File: src/rtl/pipeline_ctrl_pkg.sv
// Shared types and constants for the pipeline stall/flush controller.
package pipeline_ctrl_pkg;

    // Controller states: normal issue, waiting on a data-memory access,
    // and the terminal timeout state.
    typedef enum logic [1:0] {
        RUN      = 2'd0,
        MEM_WAIT = 2'd1,
        ERROR    = 2'd2
    } state_t;

    // Register 0 is hard-wired to zero, so a load targeting it never creates
    // a real dependency.
    localparam int REG_ZERO = 0;

    // All-ones source for the saturating stall counter; the controller keeps
    // the low CNT_W bits as its ceiling (CNT_W up to 64).
    localparam int SAT_MAX_W = 64;
    localparam logic [SAT_MAX_W-1:0] SAT_ALL_ONES = '1;

endpackage

File: src/rtl/pipeline_ctrl_if.sv
// Hazard inputs and pipeline-register controls grouped as one bundle.
// slave is the controller side, master is the pipeline/environment side.
interface pipeline_ctrl_if #(
    parameter int REG_ADDR_W = 5,
    parameter int CNT_W      = 32
);
    logic [REG_ADDR_W-1:0] id_rs_i;
    logic [REG_ADDR_W-1:0] id_rt_i;
    logic                  id_uses_rt_i;
    logic [REG_ADDR_W-1:0] ex_rd_i;
    logic                  ex_mem_read_i;
    logic                  mem_branch_taken_i;
    logic                  mem_access_i;
    logic                  dmem_ready_i;

    logic                  dmem_req_o;
    logic                  pc_write_o;
    logic                  if_id_write_o;
    logic                  if_id_flush_o;
    logic                  id_ex_write_o;
    logic                  id_ex_flush_o;
    logic                  ex_mem_write_o;
    logic                  ex_mem_flush_o;
    logic                  mem_wb_flush_o;
    logic [CNT_W-1:0]      stall_cnt_o;
    logic                  error_o;

    modport master (
        output id_rs_i, id_rt_i, id_uses_rt_i, ex_rd_i, ex_mem_read_i,
               mem_branch_taken_i, mem_access_i, dmem_ready_i,
        input  dmem_req_o, pc_write_o, if_id_write_o, if_id_flush_o,
               id_ex_write_o, id_ex_flush_o, ex_mem_write_o, ex_mem_flush_o,
               mem_wb_flush_o, stall_cnt_o, error_o
    );

    modport slave (
        input  id_rs_i, id_rt_i, id_uses_rt_i, ex_rd_i, ex_mem_read_i,
               mem_branch_taken_i, mem_access_i, dmem_ready_i,
        output dmem_req_o, pc_write_o, if_id_write_o, if_id_flush_o,
               id_ex_write_o, id_ex_flush_o, ex_mem_write_o, ex_mem_flush_o,
               mem_wb_flush_o, stall_cnt_o, error_o
    );
endinterface

File: src/rtl/pipeline_ctrl_hazard_detect.sv
// Load-use detector: the instruction in EX is a load whose destination is
// read by the instruction in ID. Purely combinational.
module hazard_detect
    import pipeline_ctrl_pkg::*;
#(
    parameter int REG_ADDR_W = 5
) (
    input  logic [REG_ADDR_W-1:0] id_rs,
    input  logic [REG_ADDR_W-1:0] id_rt,
    input  logic                  id_uses_rt,
    input  logic [REG_ADDR_W-1:0] ex_rd,
    input  logic                  ex_mem_read,
    output logic                  load_use
);

    logic rd_live;
    logic rs_hit;
    logic rt_hit;

    assign rd_live  = (ex_rd != REG_ADDR_W'(REG_ZERO));
    assign rs_hit   = (ex_rd == id_rs);
    assign rt_hit   = id_uses_rt && (ex_rd == id_rt);
    assign load_use = ex_mem_read && rd_live && (rs_hit || rt_hit);

endmodule

File: src/rtl/pipeline_ctrl.sv
// Central stall/flush controller for the 5-stage pipeline: sequences
// multi-cycle data-memory accesses, resolves branch and load-use hazards,
// counts stalled cycles and latches a memory-timeout error.
module pipeline_ctrl
    import pipeline_ctrl_pkg::*;
#(
    parameter int REG_ADDR_W = 5,
    parameter int MAX_WAIT   = 16,
    parameter int CNT_W      = 32
) (
    input  logic            clk_i,
    input  logic            rst_i,
    pipeline_ctrl_if.slave  bus
);

    localparam int               WAIT_W  = $clog2(MAX_WAIT + 1);
    localparam logic [CNT_W-1:0] CNT_MAX = SAT_ALL_ONES[CNT_W-1:0];

    state_t            state;
    state_t            state_nxt;
    logic [WAIT_W-1:0] wait_cnt;
    logic [WAIT_W-1:0] wait_nxt;
    logic [CNT_W-1:0]  stall_cnt;
    logic              load_use;
    logic              freeze;

    hazard_detect #(
        .REG_ADDR_W (REG_ADDR_W)
    ) u_hazard (
        .id_rs       (bus.id_rs_i),
        .id_rt       (bus.id_rt_i),
        .id_uses_rt  (bus.id_uses_rt_i),
        .ex_rd       (bus.ex_rd_i),
        .ex_mem_read (bus.ex_mem_read_i),
        .load_use    (load_use)
    );

    // State and wait counter; reset drops straight back to RUN.
    always_ff @(posedge clk_i or posedge rst_i) begin
        if (rst_i) begin
            state    <= RUN;
            wait_cnt <= '0;
        end else begin
            state    <= state_nxt;
            wait_cnt <= wait_nxt;
        end
    end

    // Stall counter: counts cycles with the PC held, sticking at all-ones.
    always_ff @(posedge clk_i or posedge rst_i) begin
        if (rst_i) begin
            stall_cnt <= '0;
        end else if (!bus.pc_write_o && (stall_cnt != CNT_MAX)) begin
            stall_cnt <= stall_cnt + CNT_W'(1);
        end
    end

    // Next state plus all pipeline controls. A freeze holds every stage and
    // bubbles MEM/WB; otherwise branch beats load-use, which beats normal flow.
    always_comb begin
        state_nxt          = state;
        wait_nxt           = wait_cnt;
        freeze             = 1'b0;
        bus.dmem_req_o     = bus.mem_access_i;
        bus.pc_write_o     = 1'b1;
        bus.if_id_write_o  = 1'b1;
        bus.if_id_flush_o  = 1'b0;
        bus.id_ex_write_o  = 1'b1;
        bus.id_ex_flush_o  = 1'b0;
        bus.ex_mem_write_o = 1'b1;
        bus.ex_mem_flush_o = 1'b0;
        bus.mem_wb_flush_o = 1'b0;

        case (state)
            RUN: begin
                if (bus.mem_access_i && !bus.dmem_ready_i) begin
                    freeze    = 1'b1;
                    state_nxt = MEM_WAIT;
                    wait_nxt  = WAIT_W'(1);
                end
            end
            MEM_WAIT: begin
                if (bus.dmem_ready_i) begin
                    state_nxt = RUN;
                    wait_nxt  = '0;
                end else if (wait_cnt < WAIT_W'(MAX_WAIT)) begin
                    freeze   = 1'b1;
                    wait_nxt = wait_cnt + WAIT_W'(1);
                end else begin
                    freeze    = 1'b1;
                    state_nxt = ERROR;
                end
            end
            default: begin
                freeze         = 1'b1;
                bus.dmem_req_o = 1'b0;
            end
        endcase

        if (freeze) begin
            bus.pc_write_o     = 1'b0;
            bus.if_id_write_o  = 1'b0;
            bus.id_ex_write_o  = 1'b0;
            bus.ex_mem_write_o = 1'b0;
            bus.mem_wb_flush_o = 1'b1;
        end else if (bus.mem_branch_taken_i) begin
            bus.if_id_flush_o  = 1'b1;
            bus.id_ex_flush_o  = 1'b1;
            bus.ex_mem_flush_o = 1'b1;
        end else if (load_use) begin
            bus.pc_write_o     = 1'b0;
            bus.if_id_write_o  = 1'b0;
            bus.id_ex_flush_o  = 1'b1;
        end
    end

    assign bus.stall_cnt_o = stall_cnt;
    assign bus.error_o     = (state == ERROR);

endmodule

File: src/flat_wrapper.sv
// flat-port wrapper written by rule: the top's interface ports become plain ports
module pipeline_ctrl_flat import pipeline_ctrl_pkg::*;
#(
    parameter int REG_ADDR_W = 5,
    parameter int MAX_WAIT   = 16,
    parameter int CNT_W      = 32
)
  (clk_i, rst_i, bus_id_rs_i, bus_id_rt_i, bus_id_uses_rt_i, bus_ex_rd_i, bus_ex_mem_read_i, bus_mem_branch_taken_i, bus_mem_access_i, bus_dmem_ready_i, bus_dmem_req_o, bus_pc_write_o, bus_if_id_write_o, bus_if_id_flush_o, bus_id_ex_write_o, bus_id_ex_flush_o, bus_ex_mem_write_o, bus_ex_mem_flush_o, bus_mem_wb_flush_o, bus_stall_cnt_o, bus_error_o);
  pipeline_ctrl_if #(.REG_ADDR_W(REG_ADDR_W), .CNT_W(CNT_W)) bus_i ();
  input  logic clk_i;
  input  logic rst_i;
  input wire logic [$bits(bus_i.id_rs_i)-1:0] bus_id_rs_i;
  input wire logic [$bits(bus_i.id_rt_i)-1:0] bus_id_rt_i;
  input wire logic [$bits(bus_i.id_uses_rt_i)-1:0] bus_id_uses_rt_i;
  input wire logic [$bits(bus_i.ex_rd_i)-1:0] bus_ex_rd_i;
  input wire logic [$bits(bus_i.ex_mem_read_i)-1:0] bus_ex_mem_read_i;
  input wire logic [$bits(bus_i.mem_branch_taken_i)-1:0] bus_mem_branch_taken_i;
  input wire logic [$bits(bus_i.mem_access_i)-1:0] bus_mem_access_i;
  input wire logic [$bits(bus_i.dmem_ready_i)-1:0] bus_dmem_ready_i;
  output wire logic [$bits(bus_i.dmem_req_o)-1:0] bus_dmem_req_o;
  output wire logic [$bits(bus_i.pc_write_o)-1:0] bus_pc_write_o;
  output wire logic [$bits(bus_i.if_id_write_o)-1:0] bus_if_id_write_o;
  output wire logic [$bits(bus_i.if_id_flush_o)-1:0] bus_if_id_flush_o;
  output wire logic [$bits(bus_i.id_ex_write_o)-1:0] bus_id_ex_write_o;
  output wire logic [$bits(bus_i.id_ex_flush_o)-1:0] bus_id_ex_flush_o;
  output wire logic [$bits(bus_i.ex_mem_write_o)-1:0] bus_ex_mem_write_o;
  output wire logic [$bits(bus_i.ex_mem_flush_o)-1:0] bus_ex_mem_flush_o;
  output wire logic [$bits(bus_i.mem_wb_flush_o)-1:0] bus_mem_wb_flush_o;
  output wire logic [$bits(bus_i.stall_cnt_o)-1:0] bus_stall_cnt_o;
  output wire logic [$bits(bus_i.error_o)-1:0] bus_error_o;
  assign bus_i.id_rs_i = bus_id_rs_i;
  assign bus_i.id_rt_i = bus_id_rt_i;
  assign bus_i.id_uses_rt_i = bus_id_uses_rt_i;
  assign bus_i.ex_rd_i = bus_ex_rd_i;
  assign bus_i.ex_mem_read_i = bus_ex_mem_read_i;
  assign bus_i.mem_branch_taken_i = bus_mem_branch_taken_i;
  assign bus_i.mem_access_i = bus_mem_access_i;
  assign bus_i.dmem_ready_i = bus_dmem_ready_i;
  assign bus_dmem_req_o = bus_i.dmem_req_o;
  assign bus_pc_write_o = bus_i.pc_write_o;
  assign bus_if_id_write_o = bus_i.if_id_write_o;
  assign bus_if_id_flush_o = bus_i.if_id_flush_o;
  assign bus_id_ex_write_o = bus_i.id_ex_write_o;
  assign bus_id_ex_flush_o = bus_i.id_ex_flush_o;
  assign bus_ex_mem_write_o = bus_i.ex_mem_write_o;
  assign bus_ex_mem_flush_o = bus_i.ex_mem_flush_o;
  assign bus_mem_wb_flush_o = bus_i.mem_wb_flush_o;
  assign bus_stall_cnt_o = bus_i.stall_cnt_o;
  assign bus_error_o = bus_i.error_o;
  pipeline_ctrl #(.REG_ADDR_W(REG_ADDR_W), .MAX_WAIT(MAX_WAIT), .CNT_W(CNT_W)) u_core (.clk_i(clk_i), .rst_i(rst_i), .bus(bus_i));
endmodule
File: config.mk
export PLATFORM = sky130hd
export DESIGN_NAME = pipeline_ctrl_flat
export DESIGN_NICKNAME = d
export VERILOG_FILES = /design/src/rtl/pipeline_ctrl_pkg.sv /design/src/rtl/pipeline_ctrl_if.sv /design/src/rtl/pipeline_ctrl_hazard_detect.sv /design/src/rtl/pipeline_ctrl.sv /design/src/flat_wrapper.sv
export SDC_FILE = /design/constraint.sdc
export NUM_CORES = 1
export LEC_CHECK = 0
export ABC_AREA = 1
export CAP_MARGIN = 20
export CORE_MARGIN = 4
export CORE_UTILIZATION = 50
export DETAILED_ROUTE_END_ITERATION = 10
export PLACE_DENSITY_LB_ADDON = 0.15
export SLEW_MARGIN = 20
export SYNTH_ARGS = -nofsm -noshare
export SYNTH_HDL_FRONTEND = slang
export SYNTH_SLANG_ARGS = --single-unit
export TNS_END_PERCENT = 20
File: constraint.sdc
create_clock -name clk_i -period 2.5 [get_ports clk_i]
set_clock_uncertainty 0.1 [all_clocks]
set_input_delay 0.25 -clock clk_i [delete_from_list [all_inputs] [get_ports clk_i]]
set_output_delay 0.25 -clock clk_i [all_outputs]
set_load 0.005 [all_outputs]
# After elaboration in Yosys (flattened, before gate mapping)
# Index checks and enable logic that the tools add are counted.
[op_classes]
div = 0
reduce_logical = 14
n_mul = 0
shift = 0
mux = 22
magnitude_cmp = 1
n_addsub = 2
eq_ne = 8
bitwise = 0
[op_table]
columns = ["cell", "count"]
rows = [
  ["$add A32 B1 Y32 const B", 1],
  ["$ne A32 B32 Y1 const B", 1],
  ["$mux W5", 3],
  ["$mux W1", 13],
  ["$eq A5 B5 Y1", 2],
  ["$pmux W5 S2", 1],
  ["$mux W2", 3],
  ["$reduce_and A3 Y1", 2],
  ["$add A5 B1 Y5 const B", 1],
  ["$logic_and A1 B1 Y1", 5],
  ["$lt A5 B5 Y1 const B", 1],
  ["$reduce_bool A5 Y1", 1],
  ["$pmux W2 S2", 1],
  ["$ne A3 B2 Y1 const B", 1],
  ["$ne A3 B3 Y1 const B", 1],
  ["$eq A2 B1 Y1 const B", 1],
  ["$eq A2 B2 Y1 const B", 1],
  ["$logic_not A1 Y1", 2],
  ["$logic_not A2 Y1", 1],
  ["$ne A2 B1 Y1 const B", 1],
  ["$pmux W1 S2", 1],
  ["$reduce_bool A2 Y1", 1],
  ["$reduce_or A2 Y1", 1],
  ["$logic_or A1 B1 Y1", 1],
]
[word_totals]
out_inout_bits = 42
n_memories = 0
latch_bits = 0
reg_bits = 39
elab_cells = 50
romBits = 0
ramBits = 0

# Longest topological paths before layout
# Gate-level depths: netlist (run 1).
[depth]
depth_word = 9
depth_mapped = 12

# Cells and area by module
# A second synthesis (run 1) with hierarchy kept.
[unflattened]
hier_cells = 462
hier_area_um2 = 2844.0
[modules_own_cells]
columns = ["module", "cells_each", "n_inst", "area_per_inst_um2"]
rows = [
  ["pipeline_ctrl", 410, 1, 2637.5],
  ["hazard_detect", 52, 1, 206.4],
]

# Least setup slack after synthesis (run 1)
# Ideal clock, no wire load.
[synth_timing]
path_kind = "register to register"
from = "register u_core.stall_cnt[0] (netlist: u_core.bus.stall_cnt_o[0])"
to = "register u_core.stall_cnt[15] (netlist: u_core.bus.stall_cnt_o[15])"
stages_incl_launch_ff = 11
required_time_ns = 2.283
slack_ns = 0.673
t_arrival_ns = 1.610
setup_ns = 0.117
path_cell_list = "dfrtp_1 -> ha_1 -> nand3_2 -> nor2_4 -> nand2_2 -> nor2_4 -> nand3_2 -> buf_6 -> buf_2 -> nand3_1 -> nand2_1"
[synth_between]
elab_chain_len = 2
word_cells_on_any_way = 3
[synth_lines]
columns = ["item", "line", "text"]
rows = [
  ["start, declared", "pipeline_ctrl.sv:23", "logic [CNT_W-1:0] stall_cnt;"],
  ["start signal, assigned", "pipeline_ctrl.sv:54", "stall_cnt <= stall_cnt + CNT_W'(1);"],
  ["branches (longest 2 deep; another with $add A32 B1 Y32)", "-", ""],
]
# Parallel ways; which one is timed is not known.
# A chain may end at the register's enable or synchronous reset.

# Worst setup path after layout (run 1)
[layout_timing]
from = "input bus_dmem_ready_i"
to = "output bus_if_id_flush_o"
[layout_between]
elab_chain_len = 5
word_cells_on_any_way = 6
[layout_lines]
columns = ["item", "line", "text"]
rows = [
  ["start, declared", "flat_wrapper.sv:19", "input wire logic [$bits(bus_i.dmem_ready_i)-1:0] bus_dmem_ready_i;"],
  ["$logic_not A1 Y1", "pipeline_ctrl.sv:76", "if (bus.mem_access_i && !bus.dmem_ready_i) begin"],
  ["$logic_and A1 B1 Y1", "pipeline_ctrl.sv:76", ""],
  ["$mux W1", "pipeline_ctrl.sv:76", ""],
  ["$pmux W1 S2 (*)", "pipeline_ctrl.sv:74", "case (state)"],
  ["$mux W1 (*)", "pipeline_ctrl.sv:100", "if (freeze) begin"],
  ["end, declared", "flat_wrapper.sv:23", "output wire logic [$bits(bus_i.if_id_flush_o)-1:0] bus_if_id_flush_o;"],
]
# Mark *: on every way between the ends. The rest lies on a longest branch, timed or not.

==> results.md, run 1 <==
- Clk_lat worst skew: 300 ps
- Share of power burned in registers: 46.4%
- Worst VDD drop: 0.330 mV
- Num CTS Buffers: 5
- CTS tree: built
- Fmax achieved: 0.432 GHz
- Wire per inst: 12.3 µm
- Routability cong.: 0.894
- Cell area after synthesis: 2800 µm²
- Via count: 2,864
- Worst rel slew slack: 67.3%
- Area Growth Syn to Fin: 29.3%
- Rows: 26
- Fin Setup TNS: 0 ps
- Slew @ Worst Pin: 491 ps
- Worst setup path class: in2out
- Most frequent cells in the layout: nand2_1 (168), clkdlybuf4s50_1 (63), inv_1 (61)
- CP Capture Type: output port
- DR iter-0 viols: 194
- Routed wire length: 7040 µm
- Static Leak: 0.00177 µW
- RSZ-0062 raised after global routing: false
- CTS resizes: 0
- PortBufs: 63
- Clock H-tree levels: 2
- Post-CTS Repair Setup Buffers: 0
- Leading cell type in the layout, fill and taps excluded: nand2_1
- Final hold slack: 274 ps
- Startpoint Class: input port
- Sw Pwr: 296 µW
- # nets final: 526
- Clock sink count: 39
- Die width: 82.8 µm
- Die Ht: 82.8 µm
- R2R Path End: u_core.bus.stall_cnt_o[25]
- Final setup fails: 0
- Total congestion overflow: 0
- Largest net degree at the start of global routing: 49
- Post-route minimum period: 2320 ps
- Yosys cell types: 30
- Fin. max-slew vios: 0
- Max cap viols: 0
- CTS max path bufs: 2
- Seq/Total Area, Yosys: 34.9%
- Initial antenna violation count: 0
- Reg clk slew, reported paths: 80 ps
- Run status: complete, no violations
- Worst EP arrival: 1970 ps
- Post-synth EDFFs: 0
- Post-synth net total: 465
- Int Pwr: 1080 µW
- Worst EP required: 2150 ps
- Post-DP Area: 3480 µm²
- Vias in the first global route: 2,716
- Final Cycle Share: 92.6%
- DP HPWL: 5130 µm
- HP Class: in2async
- Design Power: 1380 µW
- Async S/R FF share, synth: 100%
- Hold_buf cts: 0
- Ratio of cells with drive above 1 in the final layout: 6.16%
- Synthesized instance count: 441
- Post-synth top flop: dfrtp_1
- Clock power share: 47.0%
- Core ar.: 5270 µm²
- Synthesis Warnings: 0
- Logic gate share of total power: 6.6%
- Yosys reg bits: 39
- Pre-antenna DRT Iters: 4
- CP Max Fanout: 4
- ANT nets after route: 0
- Drt drc: 0
- PD cells: 380 nW/µm²
- CTS root buffer: clkbuf_8
- ANT cells: 0
- Worst r2r src: u_core.bus.stall_cnt_o[0]
- Die ar.: 6850 µm²
- Initial core utilization: 53.1%
- Global-route wire length before repair: 12,100 µm
- R2R cell count: 11
- Hold Vio Cnt, Final: 0
- Vias per std cell: 5.00
- Setup crit start: bus_dmem_ready_i
- IO Count: 64
- Syn_area_per_cell: 6.34 µm²
- Reg2reg setup slack: 470 ps
- Setup crit end: bus_if_id_flush_o
- Total global-route track usage: 22.6%
- Design area: 3620 µm²
- Switching share of total power: 21.5%
[per-stage QoR]
step	setup slack, ps	std cells	util (%)
2_1_floorplan	673	441	-
3_3_place_gp	244	565	66.0
3_5_place_dp	152	565	66.0
4_1_cts	148	573	68.5
5_1_grt	26.3	573	68.6
6_report	185	573	68.6
[state kept, by name (all words and copies together), names as in the netlist]
register                cells
u_core.bus.stall_cnt_o     32
u_core.wait_cnt             5
u_core.state                2
[per-layer routing]
metal  track usage, %  wire length [µm]
met3             4.32               447
met4             4.74                70
met5                0                 0
met2             38.9              3360
met1             29.5              3160
[how the worst min path moves through the flow]
stage                                       endpoint  slack (ps)
final                     u_core.bus.stall_cnt_o[26]         270
after global placement            u_core.wait_cnt[1]         410
after CTS                 u_core.bus.stall_cnt_o[26]         290
after floorplan                   u_core.wait_cnt[0]         350
after detailed placement          u_core.wait_cnt[1]         430
after global routing                 u_core.state[1]         320
[critical path, stage by stage]
cell and delay [ps]:
clkdlybuf4s50_1 510, inv_1 90, a21oi_2 180, nand2_1 70, nand2_1 130, inv_1 80
nor2_1 130, clkdlybuf4s50_1 530
[power by group through the flow]
stage	clock network, µW	registers, µW	logic (µW)
2_1_floorplan	0	650	40.8
3_3_place_gp	0	651	88.3
3_5_place_dp	0	651	91.1
4_1_cts	652	638	91.6
5_1_grt	686	639	102
6_report	646	638	91.0
[area by class of cell]
cell class                 instances  area (µm²)
clock buffer                       5        68.8
clock inverter                     3        67.6
fill                             469        1650
inverter                          71         267
multi-input combinational        319        1470
sequential                        39         976
tap                               70        87.6
timing repair buffer              66         678
[synth_stat cells (2+ instances only)]
library cell,n,area [µm²]
dfrtp_1,39,976
nand3_1,47,235
nor2_4,2,22.5
nor3_1,8,40.0
nand4_1,11,68.8
nand2_1,168,631
buf_4,6,45.0
buf_6,2,22.5
xnor2_1,3,26.3
nand3_2,2,20.0
a21oi_1,3,15.0
buf_2,3,15.0
inv_2,10,37.5
xor2_1,9,78.8
nor2_1,44,165
nand2_2,3,18.8
nand3b_1,2,15.0
o21ai_0,6,30.0
inv_1,61,229
ha_1,2,25.0
[cell families after synthesis]
logic type | synth area share (%)
compound gates | 2.68
buf+inv | 12.6
fa+ha+maj | 0.895
simple gates | 45.1
xor+xnor | 3.76
flops | 34.9
(Power assumes the default switching activity.)
==> run 2: changes to the inputs <==
--- a/config.mk
+++ b/config.mk
@@ -10,7 +10,8 @@
 export CORE_MARGIN = 4
 export CORE_UTILIZATION = 50
 export DETAILED_ROUTE_END_ITERATION = 10
-export PLACE_DENSITY_LB_ADDON = 0.15
+export HOLD_SLACK_MARGIN = 0.12
+export PLACE_DENSITY = 0.89
 export SLEW_MARGIN = 20
 export SYNTH_ARGS = -nofsm -noshare
 export SYNTH_HDL_FRONTEND = slang
==> constraint.sdc (replaced) <==
create_clock -name clk_i -period 2.5 [get_ports clk_i]
set_clock_uncertainty 0.1 [all_clocks]
set_input_delay 0.375 -clock clk_i [delete_from_list [all_inputs] [get_ports clk_i]]
set_output_delay 0.375 -clock clk_i [all_outputs]
set_load 0.005 [all_outputs]
==> results.md, run 2 (synthesis gave the netlist of run 1 again) <==
- IO Count: 64 (unchanged)
- Reg2reg setup slack: 330 ps (was 470 ps)
- CP Max Fanout: 4 (unchanged)
- Crit-path slowest cell: clkdlybuf4s50_1 (unchanged)
- Hold_buf cts: 0 (unchanged)
- Clk_lat worst skew: 290 ps (was 300 ps)
- Static Leak: 0.00184 µW (was 0.00177 µW)
- Final setup fails: 0 (unchanged)
- Filler Cells Inserted: 464 (was 469)
- Most frequent cells in the layout: nand2_1 (167), inv_1 (61), clkdlybuf4s50_1 (55) (was nand2_1 (168), clkdlybuf4s50_1 (63), inv_1 (61))
- RSZ-0062 raised after global routing: true (was false)
- Die width: 82.8 µm (unchanged)
- Max FFs per register: 32 (unchanged)
- Largest net degree at the start of global routing: 49 (unchanged)
- CTS root buffer: clkbuf_8 (unchanged)
- Total global-route track usage: 22.8% (was 22.6%)
- Fmax achieved: 0.407 GHz (was 0.432 GHz)
- Startpoint Class: input port (unchanged)
- DP HPWL: 5370 µm (was 5130 µm)
- Routed wire length: 7200 µm (was 7040 µm)
- Initial core utilization: 53.1% (unchanged)
- Multi-input logic area: 1470 µm² (about the same)
- Hold Vio Cnt, Final: 0 (unchanged)
- CTS tree: built (unchanged)
- Ratio of cells with drive above 1 in the final layout: 6.71% (was 6.16%)
- R2R Path End: u_core.bus.stall_cnt_o[12] (was u_core.bus.stall_cnt_o[25])
- Die ar.: 6850 µm² (unchanged)
- # nets final: 530 (was 526)
- Leading cell type in the layout, fill and taps excluded: nand2_1 (unchanged)
- Area Growth Syn to Fin: 27.9% (was 29.3%)
- R2R cell count: 11 (unchanged)
- Drt drc: 0 (unchanged)
- Via count: 2,953 (was 2,864)
- DR iter-0 viols: 265 (was 194)
- Pre-CTS setup slack: -33.7 ps (was 152 ps)
- Worst rel slew slack: 66.7% (was 67.3%)
- CTS max path bufs: 2 (unchanged)
- Final Cycle Share: 98.3% (was 92.6%)
- Die Ht: 82.8 µm (unchanged)
- ANT nets after route: 0 (unchanged)
- WP depth: 8 (unchanged)
- Reg clk slew, reported paths: 80 ps (about the same)
- Vias per std cell: 5.12 (was 5.00)
- Design Power: 1140 µW (was 1380 µW)
- CP Capture Type: output port (unchanged)
- Num CTS Buffers: 5 (unchanged)
- Wire per inst: 12.5 µm (was 12.3 µm)
- Global-route wire length before repair: 12,300 µm (was 12,100 µm)
- Slew @ Worst Pin: 499 ps (was 491 ps)
- HP Class: in2async (unchanged)
- Initial antenna violation count: 0 (unchanged)
- Final Core Density: 67.9% (was 68.6%)
- Pre-antenna DRT Iters: 4 (unchanged)
- Worst EP arrival: 1980 ps (was 1970 ps)
- Vias in the first global route: 2,775 (was 2,716)
- ANT cells: 0 (unchanged)
- Clock H-tree levels: 2 (unchanged)
- Worst setup path class: in2out (unchanged)
- Largest delay contributor family on the critical path: buffers and inverters (unchanged)
- Worst EP required: 2030 ps (was 2150 ps)
- Cell Chain, Critical Path: clkdlybuf4s50_1 -> xnor2_1 -> nand3_1 -> nand2_1 -> nand3_1 -> nand2_2 -> inv_1 -> clkdlybuf4s50_1 (was clkdlybuf4s50_1 -> inv_1 -> a21oi_2 -> nand2_1 -> nand2_1 -> inv_1 -> nor2_1 -> clkdlybuf4s50_1)
- PD cells: 320 nW/µm² (was 380 nW/µm²)
- Core ar.: 5270 µm² (unchanged)
- Worst Path Buf+Inv: 3 (was 4)
- Clock sink count: 39 (unchanged)
- Worst r2r src: u_core.bus.stall_cnt_o[0] (unchanged)
- Worst VDD drop: 0.234 mV (was 0.330 mV)
- Slowest cell delay on critical path: 490 ps (was 530 ps)
- Max cap viols: 0 (unchanged)
- Run status: complete, no violations (unchanged)
- Fin. max-slew vios: 0 (unchanged)
- Register cell area after layout: 976 µm² (unchanged)
- Rows: 26 (unchanged)
- Routability cong.: 0.855 (was 0.894)
- PortBufs: 63 (unchanged)
- Setup ws final: 43.6 ps (was 185 ps)
- Total congestion overflow: 0 (unchanged)
- Post-route minimum period: 2460 ps (was 2320 ps)
[run 2: changes by cell type in the layout (fill, tap and decap cells not counted)]
cell / delta
nand2_2: +1
clkbuf_1: +2
dlymetal6s2s_1: +5
nand2_1: -1
clkinv_2: +1
clkdlybuf4s50_1: -8
buf_4: +6
buf_12: -2
bufinv_16: -2
dlygate4sd2_1: +3
clkinvlp_4: -1
[run 2: worst max path at each step]
stage                      from                         end  slack, ps
2_1_floorplan    bus_ex_rd_i[3]              bus_pc_write_o        590
3_3_place_gp   bus_dmem_ready_i          bus_ex_mem_flush_o         50
3_5_place_dp     bus_ex_rd_i[0]  u_core.bus.stall_cnt_o[31]        -30
4_1_cts          bus_ex_rd_i[4]           bus_id_ex_flush_o          9
5_1_grt          bus_id_rs_i[2]           bus_if_id_write_o        -80
6_report         bus_ex_rd_i[4]           bus_if_id_write_o         40
[run 2: cell type report]
| cell class | count | area share (%) |
|---|---|---|
| clock buffer | 7 | 2.13 |
| timing repair buffer | 70 | 19.3 |
| multi-input combinational | 319 | 41.2 |
| tap | 70 | 2.45 |
| inverter | 71 | 7.45 |
| clock inverter | 1 | 0.140 |
| sequential | 39 | 27.3 |
[run 2: power by group]
group	internal, µW	total [µW]	switching (µW)
combinational	46.8	93.5	46.8
clock	196	411	215
sequential	635	639	4.03
[run 2: timing repair]
| item | in CTS | in global routing |
|---|---|---|
| setup endpoints to repair | 2 | 5 |
| resized for setup | 4 | 6 |
| setup buffers | 0 | 0 |
[run 2: stage by stage]
step	std cells	area, µm²	TNS [ps]	hold slack [ps]
final	577	3580	0	412
after global routing	577	3580	-78.2	467
after CTS	577	3560	0	435
after detailed placement	569	3480	-356	425
after global placement	569	3480	0	412
after floorplan	441	2800	0	392
[run 2: worst min-delay path: stages]
cell and delay, ps:
clkdlybuf4s50_1 400, inv_1 60, buf_4 430
[run 2: routing by layer]
metal	wire length, µm	vias up	part of all wire [%]	global-route usage (%)
li1	-	1485	-	-
met1	3060	1349	43	29.3
met2	3490	107	48	39.3
met3	544	12	7.6	3.89
met4	102	0	1.4	7.03
met5	0	-	0	0
==> run 3: changes to the inputs <==
--- a/config.mk
+++ b/config.mk
@@ -6,8 +6,8 @@
 export NUM_CORES = 1
 export LEC_CHECK = 0
 export ABC_AREA = 1
-export CAP_MARGIN = 20
-export CORE_MARGIN = 4
+export CAP_MARGIN = 0
+export CORE_MARGIN = 5
 export CORE_UTILIZATION = 50
 export DETAILED_ROUTE_END_ITERATION = 10
 export HOLD_SLACK_MARGIN = 0.12
==> constraint.sdc (replaced) <==
create_clock -name clk_i -period 2.5 [get_ports clk_i]
set_clock_uncertainty 0.1 [all_clocks]
set_input_delay 0.375 -clock clk_i [delete_from_list [all_inputs] [get_ports clk_i]]
set_output_delay 0.375 -clock clk_i [all_outputs]
set_load 0.02 [all_outputs]
==> results.md, run 3 (synthesis gave the netlist of run 1 again) <==
- Clock sink count: 39 (unchanged)
- Clk_lat worst skew: 300 ps (was 290 ps)
- Ratio of cells with drive above 1 in the final layout: 7.25% (was 6.71%)
- Num CTS Buffers: 5 (unchanged)
- Via count: 3,048 (was 2,953)
- Vias per std cell: 5.24 (was 5.12)
- Total congestion overflow: 0 (unchanged)
- Hold Vio Cnt, Final: 0 (unchanged)
- Final Cycle Share: 94.3% (was 98.3%)
- Reg clk slew, reported paths: 80 ps (about the same)
- Die ar.: 7190 µm² (was 6850 µm²)
- Static Leak: 0.00186 µW (was 0.00184 µW)
- Reg2reg setup slack: 290 ps (was 330 ps)
- CP Max Fanout: 3 (was 4)
- CTS max path bufs: 2 (unchanged)
- Final hold slack: 389 ps (was 412 ps)
- # nets final: 533 (was 530)
- Die width: 84.8 µm (was 82.8 µm)
- Placed Cells: 574 (was 569)
- Post-route minimum period: 2360 ps (was 2460 ps)
- Initial antenna violation count: 0 (unchanged)
- DR iter-0 viols: 308 (was 265)
- Finished Layout Cells: 582 (was 577)
- Die Ht: 84.8 µm (was 82.8 µm)
- Global-route wire length before repair: 12,800 µm (was 12,300 µm)
- ANT nets after route: 0 (unchanged)
- CTS root buffer: clkbuf_8 (unchanged)
- CP Capture Type: output port (unchanged)
- CTS tree: built (unchanged)
- PortBufs: 63 (unchanged)
- Slew @ Worst Pin: 507 ps (was 499 ps)
- Worst EP required: 2030 ps (about the same)
- Run status: complete, no violations (unchanged)
- Initial core utilization: 51.1% (was 53.1%)
- Clock H-tree levels: 2 (unchanged)
- Worst EP arrival: 1880 ps (was 1980 ps)
- Drt drc: 0 (unchanged)
- Pre-antenna DRT Iters: 5 (was 4)
- R2R Path End: u_core.bus.stall_cnt_o[7] (was u_core.bus.stall_cnt_o[12])
- Max cap viols: 0 (unchanged)
- Worst VDD drop: 0.317 mV (was 0.234 mV)
- Core ar.: 5470 µm² (was 5270 µm²)
- Area Growth Syn to Fin: 29.6% (was 27.9%)
- Worst rel slew slack: 66.2% (was 66.7%)
- Fin. max-slew vios: 0 (unchanged)
- Fmax achieved: 0.424 GHz (was 0.407 GHz)
- Max FFs per register: 32 (unchanged)
- Routability cong.: 0.885 (was 0.855)
- PD cells: 356 nW/µm² (was 320 nW/µm²)
- Worst r2r src: u_core.bus.stall_cnt_o[0] (unchanged)
- Rows: 27 (was 26)
- Total global-route track usage: 21.2% (was 22.8%)
- ANT cells: 0 (unchanged)
- HP Class: in2async (unchanged)
- DP HPWL: 5560 µm (was 5370 µm)
- Most frequent cells in the layout: nand2_1 (168), inv_1 (61), clkdlybuf4s50_1 (55) (was nand2_1 (167), inv_1 (61), clkdlybuf4s50_1 (55))
- RSZ-0062 raised after global routing: false (was true)
- Vias in the first global route: 2,901 (was 2,775)
- Leading cell type in the layout, fill and taps excluded: nand2_1 (unchanged)
- Startpoint Class: input port (unchanged)
- Routed wire length: 7560 µm (was 7200 µm)
- Wire per inst: 13.0 µm (was 12.5 µm)
- IO Count: 64 (unchanged)
- R2R cell count: 10 (was 11)
- Final setup fails: 0 (unchanged)
- Largest net degree at the start of global routing: 49 (unchanged)
- Hold_buf cts: 0 (unchanged)
- Worst setup path class: in2out (unchanged)
==> run 3: changes by cell type in the layout (fill, tap and decap cells not counted), moves of 2 or more <==
cell | previous run | this run
buf_4 | 7 | 10
clkbuf_1 | 2 | 0
dlygate4sd2_1 | 3 | 5
dlymetal6s2s_1 | 5 | 3
==> run 3: power by group <==
group,leakage [µW],internal [µW],switching (µW)
Combinational,0.00128,49.1,48.6
Clock,0.0000612,323,230
Sequential,0.000516,635,4.02
==> run 3: what timing repair did <==
action / 4_1_cts / 5_1_grt
setup buffers: 0 / 0
endpoints found under the hold margin: 0 / 0
resized for setup: 5 / 3
endpoints found under the setup margin: 5 / 5
==> run 3: cell type report <==
class	instances	area, µm²
Clock inverter	2	35.0
Tap cell	72	90.1
Inverter	71	267
Clock buffer	6	82.6
Multi-Input combinational cell	319	1470
Sequential cell	39	976
Fill cell	478	1850
Timing Repair Buffer	73	707
==> run 3: routing by layer <==
layer,track usage [%],up-vias,part of all wire (%)
met4,8.92,0,3.0
met1,26.6,1379,41
met2,35.7,153,48
met3,4.02,27,7.6
li1,-,1489,-
met5,0,-,0
==> run 3: stage by stage <==
stage	setup WS (ps)	util [%]	instance area, µm²	total power [µW]	setup TNS, ps
floorplan	383	-	2800	692	0
global route	10.3	66.2	3620	1340	0
CTS	28.3	66.1	3620	1300	0
global placement	-41.7	64.1	3510	744	-203
finish	142	66.2	3620	1290	0
detailed placement	-94.5	64.1	3510	748	-426
==> run 3: worst max path at each step <==
stage | startpoint | end | slack (ps) | depth (start not counted)
6_report | bus_dmem_ready_i | bus_mem_wb_flush_o | 140 | 7
5_1_grt | bus_ex_rd_i[0] | bus_pc_write_o | 10 | 11
4_1_cts | bus_dmem_ready_i | bus_ex_mem_write_o | 30 | 7
3_5_place_dp | bus_ex_rd_i[3] | bus_id_ex_flush_o | -90 | 10
3_3_place_gp | bus_ex_rd_i[0] | bus_pc_write_o | -40 | 9
2_1_floorplan | bus_dmem_ready_i | bus_if_id_flush_o | 380 | 7
==> run 3: critical path, cell delays in order <==
cell	delay [ps]
clkdlybuf4s50_1	480
inv_1	60
a21oi_1	160
nand2_1	70
nand2_1	120
inv_1	80
clkdlybuf4s50_1	540
